`src/rtl/timer_display_if.sv`:
```
// Timer-to-display signal bundle: timer count/status in, multiplexed 7-segment drive out.
interface timer_display_if #(
  parameter int WIDTH = 16
);
  logic [WIDTH-1:0] sec;
  logic [WIDTH-1:0] min;
  logic [WIDTH-1:0] hour;
  logic             alarm;
  logic             buzy_n;
  logic [6:0]       seg;
  logic [5:0]       an;
  logic             dp;
  logic             ovf;

  modport master (
    output sec, min, hour, alarm, buzy_n,
    input  seg, an, dp, ovf
  );

  modport slave (
    input  sec, min, hour, alarm, buzy_n,
    output seg, an, dp, ovf
  );
endinterface

```
`src/rtl/timer_display.sv`:
```
// Display reader for the timer: per-frame snapshot, sequential binary-to-BCD by
// repeated subtraction, 6-digit scan with alarm blink.
module timer_display #(
  parameter int WIDTH        = 16,
  parameter int SCAN_DIV     = 1000,
  parameter int BLINK_FRAMES = 16
) (
  input  logic           clk,
  input  logic           rst,
  timer_display_if.slave bus
);
  localparam int PW = (SCAN_DIV > 1) ? $clog2(SCAN_DIV) : 1;

  localparam logic [1:0] S_IDLE = 2'd0;
  localparam logic [1:0] S_LOAD = 2'd1;
  localparam logic [1:0] S_CONV = 2'd2;
  localparam logic [1:0] S_DONE = 2'd3;

  logic [PW-1:0]    r_pre;
  logic [2:0]       r_dig;
  logic             w_tick;
  logic [1:0]       r_state;
  logic             r_req;
  logic [WIDTH-1:0] w_field [3];
  logic [6:0]       w_clamp [3];
  logic [2:0]       w_big;
  logic [6:0]       r_snap [3];
  logic [6:0]       r_rem;
  logic [3:0]       r_tens;
  logic [1:0]       r_ptr;
  logic [3:0]       r_cdig [6];
  logic [3:0]       r_disp [6];
  logic             r_ovf_next;
  logic             r_ovf;
  logic             r_latch;
  logic             r_phase_on;
  logic             r_blink_sync;
  logic [15:0]      r_blink_cnt;
  logic             r_buzy_prev;
  logic             w_buzy_fall;
  logic             w_blank;
  logic [6:0]       r_seg;
  logic [5:0]       r_an;
  logic             r_dp;

  function automatic logic [6:0] seg7(input logic [3:0] d);
    case (d)
      4'd0:    seg7 = 7'h3F;
      4'd1:    seg7 = 7'h06;
      4'd2:    seg7 = 7'h5B;
      4'd3:    seg7 = 7'h4F;
      4'd4:    seg7 = 7'h66;
      4'd5:    seg7 = 7'h6D;
      4'd6:    seg7 = 7'h7D;
      4'd7:    seg7 = 7'h07;
      4'd8:    seg7 = 7'h7F;
      4'd9:    seg7 = 7'h6F;
      default: seg7 = 7'h00;
    endcase
  endfunction

  assign w_field[0] = bus.sec;
  assign w_field[1] = bus.min;
  assign w_field[2] = bus.hour;

  genvar gi;
  generate
    for (gi = 0; gi < 3; gi++) begin : g_clamp
      assign w_big[gi]   = w_field[gi] > WIDTH'(99);
      assign w_clamp[gi] = w_big[gi] ? 7'd99 : w_field[gi][6:0];
    end
  endgenerate

  assign w_tick      = (r_pre == PW'(SCAN_DIV - 1)) && (r_dig == 3'd5);
  assign w_buzy_fall = r_buzy_prev && !bus.buzy_n;
  assign w_blank     = r_latch && !r_phase_on;

  always_ff @(posedge clk or posedge rst) begin
    if (rst) begin
      r_pre <= '0;
      r_dig <= 3'd0;
    end else if (r_pre == PW'(SCAN_DIV - 1)) begin
      r_pre <= '0;
      r_dig <= (r_dig == 3'd5) ? 3'd0 : r_dig + 3'd1;
    end else begin
      r_pre <= r_pre + PW'(1);
    end
  end

  // Conversion: one field at a time; digits only become visible together at DONE.
  always_ff @(posedge clk or posedge rst) begin
    if (rst) begin
      r_state    <= S_IDLE;
      r_req      <= 1'b1;
      r_rem      <= 7'd0;
      r_tens     <= 4'd0;
      r_ptr      <= 2'd0;
      r_ovf_next <= 1'b0;
      r_ovf      <= 1'b0;
      for (int i = 0; i < 3; i++) r_snap[i] <= 7'd0;
      for (int i = 0; i < 6; i++) begin
        r_cdig[i] <= 4'd0;
        r_disp[i] <= 4'd0;
      end
    end else begin
      case (r_state)
        S_IDLE: begin
          if (r_req) begin
            r_state <= S_LOAD;
            r_req   <= 1'b0;
          end else if (w_tick) begin
            r_req <= 1'b1;
          end
        end
        S_LOAD: begin
          for (int i = 0; i < 3; i++) r_snap[i] <= w_clamp[i];
          r_ovf_next <= |w_big;
          r_rem      <= w_clamp[0];
          r_tens     <= 4'd0;
          r_ptr      <= 2'd0;
          r_state    <= S_CONV;
        end
        S_CONV: begin
          if (r_rem >= 7'd10) begin
            r_rem  <= r_rem - 7'd10;
            r_tens <= r_tens + 4'd1;
          end else begin
            r_cdig[{r_ptr, 1'b0}] <= r_rem[3:0];
            r_cdig[{r_ptr, 1'b1}] <= r_tens;
            r_tens <= 4'd0;
            if (r_ptr == 2'd2) begin
              r_state <= S_DONE;
            end else begin
              r_ptr <= r_ptr + 2'd1;
              r_rem <= r_snap[r_ptr + 2'd1];
            end
          end
        end
        S_DONE: begin
          for (int i = 0; i < 6; i++) r_disp[i] <= r_cdig[i];
          r_ovf   <= r_ovf_next;
          r_state <= S_IDLE;
        end
        default: r_state <= S_IDLE;
      endcase
    end
  end

  // The partial frame in which the alarm latches is not counted toward the first off period.
  always_ff @(posedge clk or posedge rst) begin
    if (rst) begin
      r_latch      <= 1'b0;
      r_phase_on   <= 1'b1;
      r_blink_sync <= 1'b0;
      r_blink_cnt  <= 16'd0;
      r_buzy_prev  <= 1'b1;
    end else begin
      r_buzy_prev <= bus.buzy_n;
      if (!r_latch) begin
        if (bus.alarm) begin
          r_latch      <= 1'b1;
          r_phase_on   <= 1'b0;
          r_blink_sync <= 1'b0;
          r_blink_cnt  <= 16'd0;
        end
      end else if (w_buzy_fall && !bus.alarm) begin
        r_latch    <= 1'b0;
        r_phase_on <= 1'b1;
      end else if (w_tick) begin
        if (!r_blink_sync) begin
          r_blink_sync <= 1'b1;
        end else if (r_blink_cnt == 16'(BLINK_FRAMES - 1)) begin
          r_blink_cnt <= 16'd0;
          r_phase_on  <= ~r_phase_on;
        end else begin
          r_blink_cnt <= r_blink_cnt + 16'd1;
        end
      end
    end
  end

  always_ff @(posedge clk or posedge rst) begin
    if (rst) begin
      r_seg <= 7'd0;
      r_an  <= 6'd0;
      r_dp  <= 1'b0;
    end else begin
      r_seg <= w_blank ? 7'd0 : seg7(r_disp[r_dig]);
      r_an  <= w_blank ? 6'd0 : (6'd1 << r_dig);
      r_dp  <= !w_blank && !bus.buzy_n && ((r_dig == 3'd2) || (r_dig == 3'd4));
    end
  end

  assign bus.seg = r_seg;
  assign bus.an  = r_an;
  assign bus.dp  = r_dp;
  assign bus.ovf = r_ovf;
endmodule
```
`src/flat_wrapper.sv`:
```
// flat-port wrapper written by rule: the top's interface ports become plain ports
module timer_display_flat 
#(
  parameter int WIDTH        = 16,
  parameter int SCAN_DIV     = 1000,
  parameter int BLINK_FRAMES = 16
)
  (clk, rst, bus_sec, bus_min, bus_hour, bus_alarm, bus_buzy_n, bus_seg, bus_an, bus_dp, bus_ovf);
  timer_display_if #(.WIDTH(WIDTH)) bus_i ();
  input  logic clk;
  input  logic rst;
  input wire logic [$bits(bus_i.sec)-1:0] bus_sec;
  input wire logic [$bits(bus_i.min)-1:0] bus_min;
  input wire logic [$bits(bus_i.hour)-1:0] bus_hour;
  input wire logic [$bits(bus_i.alarm)-1:0] bus_alarm;
  input wire logic [$bits(bus_i.buzy_n)-1:0] bus_buzy_n;
  output wire logic [$bits(bus_i.seg)-1:0] bus_seg;
  output wire logic [$bits(bus_i.an)-1:0] bus_an;
  output wire logic [$bits(bus_i.dp)-1:0] bus_dp;
  output wire logic [$bits(bus_i.ovf)-1:0] bus_ovf;
  assign bus_i.sec = bus_sec;
  assign bus_i.min = bus_min;
  assign bus_i.hour = bus_hour;
  assign bus_i.alarm = bus_alarm;
  assign bus_i.buzy_n = bus_buzy_n;
  assign bus_seg = bus_i.seg;
  assign bus_an = bus_i.an;
  assign bus_dp = bus_i.dp;
  assign bus_ovf = bus_i.ovf;
  timer_display #(.WIDTH(WIDTH), .SCAN_DIV(SCAN_DIV), .BLINK_FRAMES(BLINK_FRAMES)) u_core (.clk(clk), .rst(rst), .bus(bus_i));
endmodule
```
`config.mk`:
```
export PLATFORM = sky130hd
export DESIGN_NAME = timer_display_flat
export DESIGN_NICKNAME = d
export VERILOG_FILES = /design/src/rtl/timer_display_if.sv /design/src/rtl/timer_display.sv /design/src/flat_wrapper.sv
export SDC_FILE = /design/constraint.sdc
export NUM_CORES = 1
export LEC_CHECK = 0
export ABC_AREA = 1
export BUFFER_PORTS_ARGS = -buffer_cell sky130_fd_sc_hd__buf_4
export CORE_MARGIN = 5
export CORE_UTILIZATION = 35
export CTS_CLUSTER_SIZE = 25
export DETAILED_ROUTE_END_ITERATION = 16
export GPL_TIMING_DRIVEN = 0
export HOLD_SLACK_MARGIN = 0.08
export PLACE_DENSITY = 0.53
export SETUP_SLACK_MARGIN = 0.02
export SYNTH_ARGS = -nofsm -noshare
export SYNTH_HDL_FRONTEND = slang
export SYNTH_SLANG_ARGS = --single-unit
```
`constraint.sdc`:
```
create_clock -name clk -period 4.04 [get_ports clk]
set_clock_uncertainty 0.05 [all_clocks]
set_input_delay 0.606 -clock clk [delete_from_list [all_inputs] [get_ports clk]]
set_output_delay 0.606 -clock clk [all_outputs]
set_load 0.1 [all_outputs]
```
==> reports/results.tsv, run 1 <==
metric	value	unit
h-tree-depth	4	
cts_hold_buffers	0	
globalplace.congestion	0.825	
leakage	4.08	nW
fin_crit_sh	52.1	%
hold_violations	0	
firstDrtPassIters	5	
via_count	5353	
synthTopCellsByCount	173 x nand2_1, 131 x dfrtp_1, 106 x nor2_1	
fin_nets	965	
multi_input_area	2880	um2
cts_sinks	134	
cpMostUsedCell	nor2_1	
synth-edff-count	0	
drv_cap	0	
yosysTopAreaCell	dfrtp_1	
grt_util_all_layers	14.4	%
boundaryPins	67	
clock_latency	420	ps
setup_viol	0	
dp_hpwl	11200	um
async_reset_ff_share	100	%
yosys_most_used_dff	dfrtp_1	
grt_pass1_vias	5256	
outcome	finished, final reports clean	
cts.path.max_buffers	2	
setup.worst_path.end_class	flip-flop	
drc_errors	0	
routedWlPerCell	13.1	um
yosys_warnings	0	
cts_tree	done	
clk_pin_slew	60	ps
synth_cells	808	
rsz0062_at_grt	false	
antennaDiodeCount	0	
final_core_util	43.7	%
grt_max_degree	41	
ys_ff_latch	134	
max-slew-margin-rel	61.9	%
drtIter0Drc	265	
slowest_stage	dfrtp_1	
final_antenna_net_count	0	
irDropWorstVdd	281	uV
reg2reg_slack	1930	ps
drv_slew	0	
period_minus_slack	2110	ps
synthTopCellsByArea	dfrtp_1 49%, nand2_1 9.6%, nor2_1 5.9%	
syn_area	6740	um2
cp.required	4330	ps
grt_pass1_wl	25900	um
seqCellArea	3360	um2
rr_worst_depth	10	
die_h	149	um
drive_gt1_share	18.2	%
avgSynthCellArea	8.34	um2
timing.fmax	0.475	GHz
r2r-end	u_core.bus.seg[3]$_DFF_PP0_	
synth.most_common_cell	nand2_1	
cp.arrival	2400	ps
port_buffers	66	
cts_resized	0	
power.density	429	nW/um2
coreArea	18800	um2
post-cts-setup-buffers	0	
synth.yosys.seq_area_share	49.8	%
numCtsBuffers	17	
root_buffer	clkbuf_16	
start_util	35.8	%
yosysTopAreaCellShare	48.7	%
cpPeakStageDelay	430	ps
critical_path.cell_chain	inv_2 -> nor2_1 -> nand2_1 -> nand2_1 -> a21oi_1 -> inv_1 -> ha_1 -> o21ai_0 -> nor2_1 -> nor2_1	
synthDistinctLibCells	38	
startpoint_type	flip-flop	
reg2reg_from	u_core.r_dig[2]$_DFFE_PP0N_	
syn-num-nets	877	
hp-class	in2async	
worstMarginPinSlew	570	ps
grt_overflow_total	0	
wl	15300	um
die-area	22100	um2
rows	50	
syn2layout_area_growth	22.2	%
crit_type	reg2reg	
fillCellCount	1872	
grt_antenna_before_repair	0	
tns	0	ps
via_per_inst	4.58	
die_width	149	um
critical_path.max_fanout	10	
[per-stage QoR]
step | hold slack (ps) | std cells | cell area [um2] | power [W] | setup WS, ps
after floorplan | 383 | 808 | 6740 | 0.00181 | 1720
after global placement | 411 | 1134 | 7560 | 0.00195 | 718
after detailed placement | 413 | 1137 | 7620 | 0.00196 | 1950
after CTS | 207 | 1169 | 8230 | 0.00358 | 1930
after global routing | 231 | 1169 | 8230 | 0.00369 | 1690
final | 206 | 1169 | 8230 | 0.00354 | 1930
[layout by cell type (no fill, tap or decap), types with 16 or more instances in the layout]
cell type,n
a21oi_1,25
buf_4,68
clkbuf_16,17
dfrtp_1,131
ha_1,17
inv_1,87
nand2_1,173
nand3_1,49
nand4_1,16
nor2_1,106
nor3_1,19
o21ai_0,60
o21ai_1,18
[how the worst max path moves through the flow]
stage                     slack, ps                                  to                        start  depth (start not counted)
after floorplan                1720          u_core.bus.an[0]$_DFF_PP0_                          rst                          1
after global placement          720  u_core.r_blink_cnt[14]$_DFFE_PP0P_                          rst                          2
after detailed placement       1950         u_core.bus.seg[3]$_DFF_PP0_  u_core.r_dig[2]$_DFFE_PP0N_                         10
after CTS                      1930         u_core.bus.seg[3]$_DFF_PP0_  u_core.r_dig[2]$_DFFE_PP0N_                         10
after global routing           1690         u_core.bus.seg[3]$_DFF_PP0_  u_core.r_dig[2]$_DFFE_PP0N_                         10
final                          1930         u_core.bus.seg[3]$_DFF_PP0_  u_core.r_dig[2]$_DFFE_PP0N_                         10
[critical path: cells and delay by family (launching register included)]
kind / cells / cell delay (ps)
AOI/OAI and AO/OA: 2 / 570
DFF: 1 / 430
and+or+nand+nor: 5 / 420
buffers and inverters: 2 / 360
adders and majority gates: 1 / 210
[logic make-up after synthesis]
kind of cell / synth area share (%)
buffers and inverters: 7.34
DFF: 49.8
and+or+nand+nor: 25.2
muxes: 2.51
xor gates and xnor gates: 1.43
AOI/OAI and AO/OA: 10.5
adders and majority gates: 3.16
[cell type report]
type | count | area share, %
flip-flops and latches | 134 | 40.8
multi-input cells | 555 | 35.0
repair buffers | 69 | 6.75
clock buffers | 18 | 5.21
inverters | 99 | 4.56
well taps | 260 | 3.95
clock inverters | 14 | 2.23
plain buffers | 20 | 1.49
[state kept, by name (all words and copies together), names as in the netlist]
name	cells
u_core.r_rem	7
u_core.r_blink_cnt	16
u_core.r_ovf_next	1
u_core.r_buzy_prev	1
u_core.bus.seg	7
u_core.bus.an	6
u_core.r_ptr	2
u_core.r_req	1
u_core.r_snap	21
u_core.r_blink_sync	1
u_core.r_disp	24
u_core.bus.dp	1
u_core.r_tens	4
u_core.bus.ovf	1
u_core.r_phase_on	1
u_core.r_latch	1
u_core.r_pre	10
u_core.r_cdig	24
u_core.r_dig	3
u_core.r_state	2
[metal layers]
metal  global-route usage (%)  share of wire, %
met1                     20.5                51
met2                     21.8                44
met5                        0                 0
met3                     3.84               4.4
met4                     3.74              0.75
[power breakdown]
group          internal [W]  leakage, nW  total [W]  switching, W
clock network       0.00103        0.303    0.00161      0.000583
logic              0.000128         2.07   0.000475      0.000347
registers           0.00141         1.71    0.00145     0.0000448
total               0.00256         4.08    0.00354      0.000975
No activity file was read; power rests on OpenSTA's default activity.
==> run 2, diff against run 1 <==
==> constraint.sdc (replaced) <==
create_clock -name clk -period 1.9 [get_ports clk]
set_clock_uncertainty 0.05 [all_clocks]
set_input_delay 0.285 -clock clk [delete_from_list [all_inputs] [get_ports clk]]
set_output_delay 0.285 -clock clk [all_outputs]
set_load 0.1 [all_outputs]
==> run 2 against run 1 <==
Effect of this change: fmax rose by 18%; non-clock buffer count rose by 34; power rose by 110%; die area did not move; first-iteration DRC count rose by 4.5%; global-route usage rose by 0.23 points; utilization rose by 3.0 points; sequential power rose by 110%.
==> reports/results.tsv, run 2 (synthesized netlist as in run 1, its figures left out) <==
metric	value	unit
drc_errors	0	
globalplace.congestion	0.825	
port_buffers	66	
antennaDiodeCount	0	
grt_antenna_before_repair	0	
cts_sinks	134	
timing.fmax	0.561	GHz
layout_common_cells	166 x nand2_1, 129 x dfrtp_1, 97 x nor2_1, 87 x buf_4, 79 x inv_1	
boundaryPins	67	
fin_crit_sh	93.9	%
h-tree-depth	4	
start_util	35.8	%
endpoint	u_core.r_cdig[15]$_DFFE_PP0P_	
die-area	22100	um2
dp_worst_setup_slack	-191	ps
reg2reg_from	u_core.r_rem[1]$_DFFE_PP0P_	
drtIter0Drc	277	
hp-class	in2reg	
grt_max_degree	41	
coreArea	18800	um2
firstDrtPassIters	5	
cp.arrival	2030	ps
final_core_util	46.7	%
final_common_cell	nand2_1	
critPathLaunch	u_core.r_rem[1]$_DFFE_PP0P_	
grt_pass1_wl	26300	um
r2r-end	u_core.r_cdig[15]$_DFFE_PP0P_	
fin_nets	999	
reg_top3	u_core.r_cdig x24, u_core.r_disp x24, u_core.r_snap x21	
grt_overflow_total	0	
clk_pin_slew	60	ps
via_count	5538	
leakage	4.28	nW
clock_latency	410	ps
irDropWorstVdd	589	uV
drv_slew	0	
grt_util_all_layers	14.6	%
placed_cell_area	7620	um2
critical_path.max_fanout	10	
die_width	149	um
rows	50	
hold_violations	0	
final_antenna_net_count	0	
startpoint_type	flip-flop	
design_area	8790	um2
root_buffer	clkbuf_16	
rsz0062_at_grt	true	
cts_tree	done	
via_per_inst	4.60	
cp.required	2140	ps
routedWlPerCell	13.3	um
reg2reg_slack	120	ps
setup.worst_path.end_class	flip-flop	
outcome	finished, final reports clean	
die_h	149	um
max-slew-margin-rel	59.8	%
grt_pass1_vias	5360	
drv_cap	0	
dp_hpwl	11200	um
wl	15900	um
power.density	860	nW/um2
setup_viol	0	
period_minus_slack	1780	ps
numCtsBuffers	17	
cts.path.max_buffers	2	
worstMarginPinSlew	601	ps
syn2layout_area_growth	30.6	%
drive_gt1_share	25.0	%
worst_slack	117	ps
crit_type	reg2reg	
rr_worst_depth	10	
[run 2: changes by cell type in the layout (fill, tap and decap cells not counted), moves of 5 or more]
| cell | previous run | this run |
|---|---|---|
| buf_4 | 68 | 87 |
| clkbuf_1 | 12 | 6 |
| dlygate4sd3_1 | 0 | 15 |
| ha_1 | 17 | 9 |
| ha_2 | 0 | 7 |
| inv_1 | 87 | 79 |
| nand2_1 | 173 | 166 |
| nor2_1 | 106 | 97 |
| nor2_2 | 1 | 6 |
| o21ai_0 | 60 | 55 |
| o21ai_2 | 8 | 13 |
[run 2: worst min path at each step]
stage                                                to  slack (ps)   startpoint  cells after the start
after floorplan            u_core.r_buzy_prev$_DFF_PP1_         240   bus_buzy_n                      0
after global placement     u_core.r_buzy_prev$_DFF_PP1_         360   bus_buzy_n                      1
after detailed placement  u_core.r_disp[14]$_DFFE_PP0N_         330          rst                      2
after CTS                  u_core.r_snap[2]$_DFFE_PP0N_          90  bus_hour[2]                      3
after global routing       u_core.r_snap[2]$_DFFE_PP0N_         120  bus_hour[2]                      3
final                      u_core.r_snap[2]$_DFFE_PP0N_         110  bus_hour[2]                      3
[run 2: what timing repair did]
action,4_1_cts,5_1_grt
cloned,0,3
buffers inserted,7,13
pin swaps,3,24
hold buffers,15,0
endpoints found under the setup margin,58,63
resized for setup,18,66
hold endpoints to repair,34,0
[run 2: per-layer routing]
metal  wire length, um  part of all wire, %  GRT usage, %  vias up
met5                 0                    0             0        -
met1              7890                   50          20.6     2557
met3               656                  4.1          3.78        9
met4               116                 0.73          3.88        0
li1                  -                    -             -     2872
met2              7280                   46          22.4      100
[run 2: layout make-up]
type,instances,area [um2]
well taps,260,325
flip-flops and latches,134,3360
fillers,1829,10000
clock buffers,18,429
repair buffers,107,895
clock inverters,14,184
inverters,99,403
plain buffers,16,118
multi-input cells,555,3080
[run 2: worst max-delay path, stage by stage (launching register included)]
cell and delay [ps]:
dfrtp_1 400, inv_2 90, ha_4 160, nor2_4 50, nor2_4 130, nand3_4 190, nor2_8 210, nand2_4 110
buf_6 160, nand2_1 50, o21ai_1 50
[run 2: per-stage QoR]
stage | total power, W | hold slack (ps) | instances | TNS [ps]
after floorplan | 0.00385 | 239 | 808 | -12800
after global placement | 0.00414 | 365 | 1134 | -148080
after detailed placement | 0.00416 | 334 | 1137 | -4430
after CTS | 0.00764 | 93.1 | 1189 | 0
after global routing | 0.00790 | 119 | 1203 | -10.6
final | 0.00756 | 115 | 1203 | 0
[run 2: where the power goes]
part / internal [W] / leakage, nW / switching, W
Clock: 0.00219 / 0.303 / 0.00122
Sequential: 0.00299 / 1.71 / 0.0000941
Combinational: 0.000307 / 2.27 / 0.000760
Total: 0.00548 / 4.28 / 0.00208
